## src/rtl/mult_arbiter.sv

```systemverilog
// -----------------------------------------------------------------------------
// mult_arbiter
// Shares one 8x8 unsigned Wallace-tree multiplier between two requesters.
// Round-robin arbitration picks one requester, and only one transaction is
// in flight at a time.
//
// Ports
//   clk_i           clock, rising edge
//   rst_ni          asynchronous active-low reset
//   req0_valid_i    requester 0 has operands
//   req0_ready_o    requester 0 operands accepted this cycle (with valid)
//   req0_a_i/_b_i   requester 0 operands, 8-bit unsigned
//   req1_*          same for requester 1
//   rsp_valid_o     result available
//   rsp_ready_i     consumer takes result
//   rsp_id_o        requester index owning the result
//   rsp_product_o   16-bit unsigned product
//
// Configuration
//   MULT_ARBITER_FAST_EN  defined: no CALC state. The multiplier is fed
//                         straight from the granted requester, and the
//                         product is captured on the accept edge (latency 1).
//                         undefined: IDLE -> CALC -> RESP (latency 2).
// -----------------------------------------------------------------------------

// 8x8 unsigned multiplier: eight partial-product rows reduced by a tree of
// carry-save adders down to two rows, then one carry-propagate add.
module mult_arbiter_wallace8 (
   input  logic [7:0]  a_i,
   input  logic [7:0]  b_i,
   output logic [15:0] p_o
);
   logic [15:0] pp [8];
   logic [15:0] s0, c0, s1, c1, s2, c2, s3, c3, s4, c4, s5, c5;

   function automatic logic [15:0] csa_sum(input logic [15:0] x, y, z);
      return x ^ y ^ z;
   endfunction

   function automatic logic [15:0] csa_carry(input logic [15:0] x, y, z);
      return ((x & y) | (x & z) | (y & z)) << 1;
   endfunction

   always_comb begin
      for (int i = 0; i < 8; i++) begin
         pp[i] = b_i[i] ? ({8'd0, a_i} << i) : 16'd0;
      end
      // 8 rows -> 6 rows
      s0 = csa_sum(pp[0], pp[1], pp[2]);
      c0 = csa_carry(pp[0], pp[1], pp[2]);
      s1 = csa_sum(pp[3], pp[4], pp[5]);
      c1 = csa_carry(pp[3], pp[4], pp[5]);
      // 6 rows -> 4 rows
      s2 = csa_sum(s0, c0, s1);
      c2 = csa_carry(s0, c0, s1);
      s3 = csa_sum(c1, pp[6], pp[7]);
      c3 = csa_carry(c1, pp[6], pp[7]);
      // 4 rows -> 3 rows -> 2 rows
      s4 = csa_sum(s2, c2, s3);
      c4 = csa_carry(s2, c2, s3);
      s5 = csa_sum(s4, c4, c3);
      c5 = csa_carry(s4, c4, c3);
      // The product fits in 16 bits, so carries dropped past bit 15 are zero.
      p_o = s5 + c5;
   end
endmodule

module mult_arbiter (
   input  logic        clk_i,
   input  logic        rst_ni,
   input  logic        req0_valid_i,
   output logic        req0_ready_o,
   input  logic [7:0]  req0_a_i,
   input  logic [7:0]  req0_b_i,
   input  logic        req1_valid_i,
   output logic        req1_ready_o,
   input  logic [7:0]  req1_a_i,
   input  logic [7:0]  req1_b_i,
   output logic        rsp_valid_o,
   input  logic        rsp_ready_i,
   output logic        rsp_id_o,
   output logic [15:0] rsp_product_o
);
`ifdef MULT_ARBITER_FAST_EN
   typedef enum logic [1:0] {IDLE = 2'd0, RESP = 2'd2} state_e;
`else
   typedef enum logic [1:0] {IDLE = 2'd0, CALC = 2'd1, RESP = 2'd2} state_e;
`endif

   state_e      state_q, state_d;
   logic        last_grant_q, last_grant_d;
   logic [7:0]  a_q, a_d, b_q, b_d;
   logic        op_id_q, op_id_d;
   logic        rsp_id_q, rsp_id_d;
   logic [15:0] prod_q, prod_d;

   logic        grant0, grant1, accept;
   logic [7:0]  sel_a, sel_b, mul_a, mul_b;
   logic [15:0] mul_p;

   // Arbitration. On a tie the requester not granted last wins.
   // last_grant_q = 1 means requester 1 was granted last.
   always_comb begin
      grant0       = req0_valid_i & (~req1_valid_i | last_grant_q);
      grant1       = req1_valid_i & (~req0_valid_i | ~last_grant_q);
      req0_ready_o = (state_q == IDLE) & grant0;
      req1_ready_o = (state_q == IDLE) & grant1;
      accept       = req0_ready_o | req1_ready_o;
      sel_a        = grant1 ? req1_a_i : req0_a_i;
      sel_b        = grant1 ? req1_b_i : req0_b_i;
`ifdef MULT_ARBITER_FAST_EN
      mul_a        = sel_a;
      mul_b        = sel_b;
`else
      mul_a        = a_q;
      mul_b        = b_q;
`endif
   end

   mult_arbiter_wallace8 u_mul (
      .a_i (mul_a),
      .b_i (mul_b),
      .p_o (mul_p)
   );

   always_comb begin
      state_d      = state_q;
      last_grant_d = last_grant_q;
      a_d          = a_q;
      b_d          = b_q;
      op_id_d      = op_id_q;
      rsp_id_d     = rsp_id_q;
      prod_d       = prod_q;
      case (state_q)
         IDLE: begin
            if (accept) begin
               a_d          = sel_a;
               b_d          = sel_b;
               op_id_d      = grant1;
               last_grant_d = grant1;
`ifdef MULT_ARBITER_FAST_EN
               prod_d       = mul_p;
               rsp_id_d     = grant1;
               state_d      = RESP;
`else
               state_d      = CALC;
`endif
            end
         end
`ifndef MULT_ARBITER_FAST_EN
         CALC: begin
            // The result id is copied along with the product, so rsp_id_o
            // keeps its old value until the new result is ready.
            prod_d   = mul_p;
            rsp_id_d = op_id_q;
            state_d  = RESP;
         end
`endif
         RESP: begin
            if (rsp_ready_i) state_d = IDLE;
         end
         default: state_d = IDLE;
      endcase
   end

   always_ff @(posedge clk_i or negedge rst_ni) begin
      if (!rst_ni) begin
         state_q      <= IDLE;
         last_grant_q <= 1'b1;
         a_q          <= 8'd0;
         b_q          <= 8'd0;
         op_id_q      <= 1'b0;
         rsp_id_q     <= 1'b0;
         prod_q       <= 16'd0;
      end else begin
         state_q      <= state_d;
         last_grant_q <= last_grant_d;
         a_q          <= a_d;
         b_q          <= b_d;
         op_id_q      <= op_id_d;
         rsp_id_q     <= rsp_id_d;
         prod_q       <= prod_d;
      end
   end

   assign rsp_valid_o   = (state_q == RESP);
   assign rsp_id_o      = rsp_id_q;
   assign rsp_product_o = prod_q;
endmodule

```

## config.mk

```make
export PLATFORM = sky130hd
export DESIGN_NAME = mult_arbiter
export DESIGN_NICKNAME = d
export VERILOG_FILES = /design/src/rtl/mult_arbiter.sv
export SDC_FILE = /design/constraint.sdc
export NUM_CORES = 1
export LEC_CHECK = 0
export ABC_AREA = 1
export ABC_CLOCK_PERIOD_IN_PS = 4250
export CORE_ASPECT_RATIO = 0.6
export CORE_MARGIN = 10
export CORE_UTILIZATION = 55
export DETAILED_ROUTE_END_ITERATION = 7
export PLACE_DENSITY = 0.78
export SLEW_MARGIN = 20
export SYNTH_ARGS = -nofsm -noshare
export SYNTH_HDL_FRONTEND = slang
export SYNTH_SLANG_ARGS = --single-unit
```

## constraint.sdc

```tcl
create_clock -name clk_i -period 4.25 [get_ports clk_i]
set_clock_uncertainty 0.05 [all_clocks]
set_input_delay 0.85 -clock clk_i [delete_from_list [all_inputs] [get_ports clk_i]]
set_output_delay 0.85 -clock clk_i [all_outputs]
set_load 0.1 [all_outputs]
```

==> impl_results.md, run 1 <==
* Status: completed
* Share of the synthesized area in the top cell type at 24.8%
* Die Y at 83 um
* FF+latch area at 935 um2
* Die area at 10,400 um2
* Post-synthesis average cell area at 7.58 um2
* R2R setup slack at 0.24 ns
* Num CTS Buffers at 5
* RSZ-0062 raised after global routing: false
* Setup-failing EPs final at 0
* Clock sink count at 37
* CP Max Fanout at 9
* Crit Reg-Reg Startpoint: a_q[4]$_DFFE_PN0P_
* Initial Util at 58.0%
* Area contributors post-synth: dfrtp_1 (25%), fa_1 (21%), nand2_1 (18%)
* Std-Cell Rows at 22
* Core Region at 6280 um2
* Slowest stage delay, CP at 0.54 ns
* Number of H-tree levels at 2
* Vias in the first global route at 3,074
* First-pass detailed-route iteration total at 5
* Post-DRT Antenna Nets at 0
* Tightest Hold Check Type: register to register
* Worst R2R Path Depth at 16
* CP Launch Type: register
* Worst-Skew Late Latency at 0.29 ns
* # nets final at 627
* Via Count at 3,092
* CTS tree: done
* Gate Count Post-Synth at 480
* Post-synth ARST share at 100%
* Grt peak-use layer: met2
* GRT Overall Usage at 16.1%
* Most used DFF post-synth: dfrtp_1
* Slew Limit Headroom at 33.8%
* Routability cong. at 0.955
* Largest net degree at the start of global routing at 38
* CP Depth at 16
* Worst endpoint required time at 4.42 ns
* I/O pin count at 57
* Vias per cell at 5.06
* Fmax at 250 MHz
* Number of synthesized register bits at 37
* Clk pin slew, worst setup/hold paths at 0.09 ns
* Sequential area share after synthesis at 25.5%
* Fillers at 535
* First-pass GRT wire length at 14.5 mm
* WL/cell at 14.2 um
* Root Buffer: clkbuf_8
* CP Capture Type: register
* Final wirelength at 8.69 mm
* FF-to-FF End: rsp_product_o[12]$_DFFE_PN0N_
* I/O Buffers at 56
* Distinct cells, synth at 23
* GR Util met1 at 22.6%
* Grt ovf at 0
* Cells along the critical path: nand2_1, inv_1, fa_1, inv_1, fa_1, fa_1, inv_1, fa_1, ha_1, a21oi_2, nor2_1, nor2_1, nand3_1, nand2_1, nor2_1, nor2_1
* Worst-margin pin slew at 0.990 ns
* Max clock buf depth at 2
* Chip Width at 125 um
* Top-count cell post-synth: nand2_1
* Post-Synthesis Cell Area at 3640 um2
* Multi-input logic area at 2210 um2
* Critical Path Start: a_q[4]$_DFFE_PN0P_
* DPL Wire Length at 6.94 mm
* Grt met2 use at 24.6%
* Number of synthesized flops with an enable pin at 0
* CP top delay family: adder cells
* CP Buf/Inv Count at 3
* GR met3 Demand/Resource at 5.08%
* Type of the worst setup path: register to register
* Hold Path Origin: rsp_product_o[3]$_DFFE_PN0N_
* Initial antenna violation count at 0
* Starting DRC count in detailed routing at 203
* Hold Slack at 0.429 ns
* Worst path slowest cell: fa_1
* Max cap viols at 0
* Synth Warn # at 0
* Synthesized Nets at 581
* Antenna fix cells at 0
* Layout area overhead at 18.7%
* Share of cells above drive strength 1 at 6.07%
* Commonest cells post-synth: nand2_1 (173), inv_1 (95), fa_1 (39)
* Hold Buf Count CTS at 0
* Final hold viol count at 0
* Drt drc at 0
* Arr. time, crit path at 4.18 ns
* Final cycle utilization of the critical path at 94.3%
* Synth area leader: dfrtp_1
* Fin crit period at 4.01 ns
* Max-slew violations at 0
* End point of the critical path: rsp_product_o[12]$_DFFE_PN0N_
* Total Neg Setup Slack at 0 ns
==> area by class of cell <==
| type | instances | area share [%] |
|---|---|---|
| inverter | 95 | 8.25 |
| clock buffer | 6 | 1.68 |
| tap | 84 | 2.43 |
| clock inverter | 2 | 0.898 |
| timing repair buffer | 63 | 14.0 |
| multi-input combinational | 324 | 51.1 |
| sequential | 37 | 21.6 |
==> metal layers <==
metal | share of wire [%] | vias to the layer above
met4 | 0.37 | 0
met1 | 46 | 1461
met2 | 45 | 111
met5 | 0 | -
met3 | 8.7 | 5
li1 | - | 1515
==> stage by stage <==
step	instances	cell area, um2	util (%)	worst slack, ns
after global routing	611	4320	68.8	0.0140
after CTS	607	4270	68.1	0.147
after global placement	599	4160	66.3	0.224
after floorplan	480	3640	-	0.439
after detailed placement	599	4160	66.3	0.150
final	611	4320	68.8	0.242
==> placed cells by master (no fill, tap or decap), types with 2 or more instances in the layout <==
cell type / count
clkbuf_8: 5
dfrtp_2: 6
inv_1: 95
a21oi_1: 4
nor2_1: 34
dfrtp_1: 30
nand2_2: 2
fa_1: 39
nand3_1: 13
ha_1: 24
nand4_1: 2
buf_4: 8
xnor2_1: 2
clkdlybuf4s50_1: 54
o21ai_0: 7
nand2_1: 173
a31oi_1: 16
==> state kept, by name (all words and copies together) (netlist names) <==
name           flops
last_grant_q       1
a_q                8
rsp_id_o           1
op_id_q            1
b_q                8
rsp_product_o     16
state_q            2
==> logic make-up (layout without fill, tap and decap cells) <==
logic type / after synthesis / count (layout) / synth area share, %
adder cells (fa/ha/maj): 64 / 64 / 30.1
buffers and inverters: 119 / 166 / 14.2
flip-flops: 37 / 37 / 25.5
XOR/XNOR: 2 / 2 / 0.482
AND/OR/NAND/NOR: 228 / 228 / 24.5
AO/OA/AOI/OAI: 30 / 30 / 5.30
==> timing repair <==
| item | 4_1_cts | 5_1_grt |
|---|---|---|
| resized for setup | 0 | 9 |
| buffers inserted | 0 | 4 |
| setup endpoints to repair | 0 | 6 |
==> worst min-delay path by stage <==
stage | cells after the start | endpoint | slack (ns)
after floorplan | 2 | last_grant_q$_DFFE_PN1P_ | 0.43
after global placement | 2 | rsp_product_o[6]$_DFFE_PN0N_ | 0.41
after detailed placement | 2 | rsp_product_o[5]$_DFFE_PN0N_ | 0.41
after CTS | 2 | rsp_product_o[5]$_DFFE_PN0N_ | 0.43
after global routing | 2 | rsp_product_o[5]$_DFFE_PN0N_ | 0.46
final | 2 | rsp_product_o[3]$_DFFE_PN0N_ | 0.43
==> tightest hold or removal path: stages (launching register included) <==
cell and delay [ns]:
dfrtp_1 0.35, nand2_1 0.05, nand2_1 0.05
Power of run 1 is left out: the tool's default activity adds up to more than one toggle a clock period on the data nets, which glitch-free logic cannot reach.
==> run 2: changes to the inputs <==
ABC_CLOCK_PERIOD_IN_PS = 4000   (was 4250)
CORE_UTILIZATION = 44   (was 55)
PLACE_DENSITY = 0.64   (was 0.78)
SYNTH_HIERARCHICAL = 1   (was unset)
clock period = 4 ns   (was 4.25 ns; I/O delays follow)
==> impl_results.md, run 2 <==
* Status: completed
* CP Capture Type: register
* Worst-Skew Late Latency at 0.28 ns
* Synth Warn # at 6
* Worst-margin pin slew at 0.974 ns
* Grt ovf at 0
* Cell area after layout at 5020 um2
* Post-synth ARST share at 100%
* Std-Cell Rows at 26
* Root Buffer: clkbuf_16
* Crit Reg-Reg Startpoint: a_q[3]$_DFFE_PN0P_
* WL/cell at 13.7 um
* Max-slew violations at 0
* CP top delay family: adder cells
* Gate Count Post-Synth at 525
* Post-synthesis average cell area at 7.28 um2
* Antenna fix cells at 0
* Synth area leader: dfrtp_1
* Multi-input logic area at 2570 um2
* Final cycle utilization of the critical path at 99.2%
* RSZ-0062 raised after global routing: true
* Final hold viol count at 0
* Vias per cell at 4.87
* Total Neg Setup Slack at 0 ns
* # nets final at 696
* Max cap viols at 0
* Placed Instances at 687
* Max clock buf depth at 2
* Share of cells above drive strength 1 at 17.3%
* Most frequent cells in the layout: nand2_1 (192), inv_1 (92), clkdlybuf4s50_1 (53)
* Fillers at 748
* CP Max Fanout at 8
* Tightest Hold Check Type: register to register
* DPL Wire Length at 7.63 mm
* Synthesized Nets at 626
* Commonest cells post-synth: nand2_1 (204), inv_1 (96), nand3_1 (58)
* Top-count cell post-synth: nand2_1
* Worst endpoint required time at 4.17 ns
* Starting DRC count in detailed routing at 193
* Hold Path Origin: rsp_product_o[2]$_DFFE_PN0N_
* Arr. time, crit path at 4.14 ns
* Post-Synthesis Cell Area at 3820 um2
* Num CTS Buffers at 5
* Die area at 12,900 um2
* Number of synthesized register bits at 37
* Core Region at 8490 um2
* Drt drc at 0
* Critical Path Start: a_q[3]$_DFFE_PN0P_
* Number of H-tree levels at 2
* First-pass detailed-route iteration total at 5
* Most common cell after layout, fill and taps aside: nand2_1
* Cell Area, Placed at 4560 um2
* Largest net degree at the start of global routing at 38
* Setup-failing EPs final at 0
* Cells along the critical path: nand2_1, inv_1, fa_1, inv_1, fa_1, fa_1, inv_1, fa_1, ha_4, nand2_1, nand2_1, nand2_2, nand2_1, nand2_2, nand3_2, nand2_2, nand2_2, nand3_2, nand2_1
* CTS tree: done
* Max FFs per register at 16
* Crit path top cell by count: nand2_1
* Initial Util at 45.0%
* Worst path slowest cell: fa_1
* CP Buf/Inv Count at 3
* Vias in the first global route at 3,470
* Share of the synthesized area in the top cell type at 23.6%
* Number of synthesized flops with an enable pin at 0
* First-pass GRT wire length at 16.6 mm
* Type of the worst setup path: register to register
* Routability cong. at 0.929
* Via Count at 3,448
* Layout area overhead at 31.5%
* FF+latch area at 936 um2
* Initial antenna violation count at 0
* Hold Buf Count CTS at 0
* Layout Cells excl Fill at 708
* Sequential area share after synthesis at 24.3%
* Slowest stage delay, CP at 0.53 ns
* Final Core Density at 59.2%
* Distinct cells, synth at 24
* I/O Buffers at 56
* Most used DFF post-synth: dfrtp_1
* Fmax at 252 MHz
* I/O pin count at 57
* Post-DRT Antenna Nets at 0
* Slew Limit Headroom at 34.8%
* Die Y at 92.2 um
* Area contributors post-synth: dfrtp_1 (24%), fa_1 (20%), nand2_1 (20%)
* Clk pin slew, worst setup/hold paths at 0.06 ns
* CP Launch Type: register
* Fin crit period at 3.97 ns
* Clock sink count at 37
* GRT Overall Usage at 15.2%
* Chip Width at 140 um
* Final wirelength at 9.68 mm
-- run 2: cell count changes after synthesis, sizes merged, moves of 4 or more --
| cell | change |
|---|---|
| a31oi | -16 |
| buf | -7 |
| clkbuf | +11 |
| nand2 | +34 |
| nand3 | +47 |
| nor2 | -22 |
| o21ai | -4 |
| xor2 | +4 |
-- run 2: worst register-to-register path, cell delays in order (launching register included) --
cell and delay, ns:
dfrtp_2 0.47, nand2_1 0.09, inv_1 0.05, fa_1 0.53
inv_1 0.05, fa_1 0.46, fa_1 0.52, inv_1 0.05
fa_1 0.49, ha_4 0.34, nand2_1 0.08, nand2_1 0.10
nand2_2 0.08, nand2_1 0.07, nand2_2 0.07, nand3_2 0.09
nand2_2 0.05, nand2_2 0.10, nand3_2 0.08, nand2_1 0.09
-- run 2: final timing paths --
path	end	slack, ns	cells after the start
worst min register to register	rsp_product_o[2]$_DFFE_PN0N_	0.42	2
worst max-delay path	rsp_product_o[15]$_DFFE_PN0N_	0.03	19
max in group asynchronous	b_q[3]$_DFFE_PN0P_	2.64	2
worst max register to register	rsp_product_o[15]$_DFFE_PN0N_	0.03	19
min in group asynchronous	op_id_q$_DFFE_PN0P_	0.89	2
worst min-delay path	rsp_product_o[2]$_DFFE_PN0N_	0.42	2
-- run 2: kinds of logic (layout without fill, tap and decap cells) --
logic type / Yosys count / after routing / synth area share, %
and+or+nand+nor: 286 / 286 / 31.6
buffers and inverters: 125 / 196 / 13.3
adders and majority gates: 64 / 64 / 28.6
DFF: 37 / 37 / 24.3
AOI/OAI and AO/OA: 8 / 8 / 1.05
xor gates and xnor gates: 5 / 5 / 1.15
-- run 2: what timing repair did --
item	in CTS	in global routing
pin swaps	0	29
setup buffers	0	13
resized for setup	6	47
setup endpoints to repair	5	8
-- run 2: routing by layer --
layer	track usage, %	routed length [um]	share of wire [%]
met3	4.89	821	8.5
met1	21.8	4710	49
met4	2.83	46	0.48
met2	21.6	4090	42
met5	0	0	0
-- run 2: per-stage QoR --
stage                     hold WS, ns  worst slack [ns]
after floorplan                 0.426             0.185
after global placement          0.405           -0.0563
after detailed placement        0.409           -0.0710
after CTS                       0.423           0.00670
after global routing            0.454            -0.119
final                           0.423            0.0333
-- run 2: area by class of cell --
cell class / count / area share, %
Clock buffer: 5 / 2.49
Inverter: 97 / 7.25
Multi-Input combinational cell: 363 / 51.2
Timing Repair Buffer: 91 / 16.7
Clock inverter: 3 / 0.872
Sequential cell: 37 / 18.6
Tap cell: 112 / 2.79
Power of run 2 is left out for the same reason.
==> run 3: changes to the inputs <==
CELL_PAD_IN_SITES_DETAIL_PLACEMENT = 0   (was unset)
CELL_PAD_IN_SITES_GLOBAL_PLACEMENT = 1   (was unset)
CORE_UTILIZATION = 40   (was 44)
PLACE_DENSITY = 0.78   (was 0.64)
==> impl_results.md, run 3 (synthesized netlist as in run 2, its figures left out) <==
* Die Y at 95.7 um
* Initial Util at 41.3%
* Multi-input logic area at 2530 um2
* Crit path top cell by count: nand2_1
* I/O pin count at 57
* Final Core Density at 54.2%
* Post-DRT Antenna Nets at 0
* CP top delay family: adder cells
* Clk pin slew, worst setup/hold paths at 0.06 ns
* Final wirelength at 9.74 mm
* Share of cells above drive strength 1 at 15.2%
* Worst path slowest cell: fa_2
* I/O Buffers at 56
* Antenna fix cells at 0
* Max-slew violations at 0
* Initial antenna violation count at 0
* CP Max Fanout at 6
* First-pass detailed-route iteration total at 5
* Max cap viols at 0
* Arr. time, crit path at 4.05 ns
* Fin crit period at 3.87 ns
* Tightest Hold Check Type: register to register
* Total Neg Setup Slack at 0 ns
* Hold Buf Count CTS at 0
* Root Buffer: clkbuf_16
* Clock sink count at 37
* Placed Instances at 705
* Layout Cells excl Fill at 724
* Most frequent cells in the layout: nand2_1 (200), inv_1 (95), nand3_1 (56)
* Num CTS Buffers at 5
* Via Count at 3,371
* FF-to-FF End: rsp_product_o[15]$_DFFE_PN0N_
* DPL Wire Length at 7.90 mm
* Cell count of the worst hold path at 2
* Worst-Skew Late Latency at 0.28 ns
* Core Region at 9260 um2
* CTS tree: done
* Vias in the first global route at 3,399
* Drt drc at 0
* R2R setup slack at 0.13 ns
* First-pass GRT wire length at 16.9 mm
* Std-Cell Rows at 27
* RSZ-0062 raised after global routing: true
* WL/cell at 13.4 um
* Vias per cell at 4.66
* Die area at 14,000 um2
* Number of H-tree levels at 2
* Routability cong. at 0.876
* Setup-failing EPs final at 0
* Hold-critical path endpoint: rsp_product_o[1]$_DFFE_PN0N_
* Fillers at 931
* Slowest stage delay, CP at 0.56 ns
* Cells along the critical path: nand2_1, inv_1, fa_1, inv_1, fa_2, fa_1, inv_2, fa_1, ha_4, nand2_4, inv_1, nand2_1, nand2_1, nand2_1, nand3_1, nand2_1, nand2_2, nand3_1, nand2_1
* Worst-margin pin slew at 0.983 ns
* Max clock buf depth at 2
* Worst endpoint required time at 4.18 ns
* Largest net degree at the start of global routing at 38
* Final hold viol count at 0
* Status: completed
* # nets final at 694
* CP Capture Type: register
* Hold Path Origin: rsp_product_o[1]$_DFFE_PN0N_
* Layout area overhead at 31.3%
* Starting DRC count in detailed routing at 172
* Max FFs per register at 16
* Final cycle utilization of the critical path at 96.8%
* FF+latch area at 941 um2
* Chip Width at 146 um
* Fmax at 258 MHz
* CP Launch Type: register
* Grt ovf at 0
* Crit Reg-Reg Startpoint: b_q[5]$_DFFE_PN0P_
* CP Buf/Inv Count at 4
* Slew Limit Headroom at 34.3%
* GRT Overall Usage at 14.5%
* Type of the worst setup path: register to register
* Worst R2R Path Depth at 19
* Most common cell after layout, fill and taps aside: nand2_1
-- run 3: worst register-to-register path: cells and delay by family (launching register included) --
family	cells	cell delay, ns
adders and majority gates	5	2.30
buffers and inverters	4	0.23
DFF	1	0.45
and+or+nand+nor	10	0.78
-- run 3: layout make-up --
cell class | count | share of cell area [%]
sequential | 37 | 18.8
timing repair buffer | 89 | 16.5
multi-input combinational | 363 | 50.4
tap | 130 | 3.24
clock inverter | 3 | 1.37
clock buffer | 5 | 2.49
inverter | 97 | 7.26
-- run 3: what timing repair did --
item / CTS / global route
endpoints found under the setup margin: 5 / 8
setup buffers: 0 / 11
pin swaps: 0 / 18
cloned: 0 / 0
gates resized for setup: 12 / 31
-- run 3: worst max path at each step --
| stage | cells after the start | endpoint | slack [ns] | start |
|---|---|---|---|---|
| global route | 15 | rsp_product_o[9]$_DFFE_PN0N_ | -0.02 | a_q[4]$_DFFE_PN0P_ |
| detailed placement | 16 | rsp_product_o[13]$_DFFE_PN0N_ | -0.09 | a_q[3]$_DFFE_PN0P_ |
| global placement | 17 | rsp_product_o[13]$_DFFE_PN0N_ | -0.08 | a_q[4]$_DFFE_PN0P_ |
| floorplan | 17 | rsp_product_o[13]$_DFFE_PN0N_ | 0.18 | a_q[0]$_DFFE_PN0P_ |
| CTS | 17 | rsp_product_o[15]$_DFFE_PN0N_ | 0.007 | b_q[5]$_DFFE_PN0P_ |
| finish | 19 | rsp_product_o[15]$_DFFE_PN0N_ | 0.13 | b_q[5]$_DFFE_PN0P_ |
-- run 3: per-layer routing --
| layer | vias up | GRT usage [%] | routed length, um |
|---|---|---|---|
| met3 | 6 | 3.75 | 550 |
| met1 | 1599 | 21.2 | 5260 |
| met4 | 0 | 2.07 | 36 |
| met2 | 71 | 21.4 | 3890 |
| met5 | - | 0 | 0 |
| li1 | 1695 | - | - |
-- run 3: through the flow --
| step | hold WS [ns] | setup WS (ns) | area [um2] |
|---|---|---|---|
| 3_5_place_dp | 0.411 | -0.0901 | 4580 |
| 2_1_floorplan | 0.426 | 0.185 | 3820 |
| 6_report | 0.420 | 0.129 | 5020 |
| 5_1_grt | 0.439 | -0.0207 | 5020 |
| 4_1_cts | 0.425 | 0.00708 | 4820 |
| 3_3_place_gp | 0.404 | -0.0823 | 4580 |
Power of run 3 is left out for the same reason.
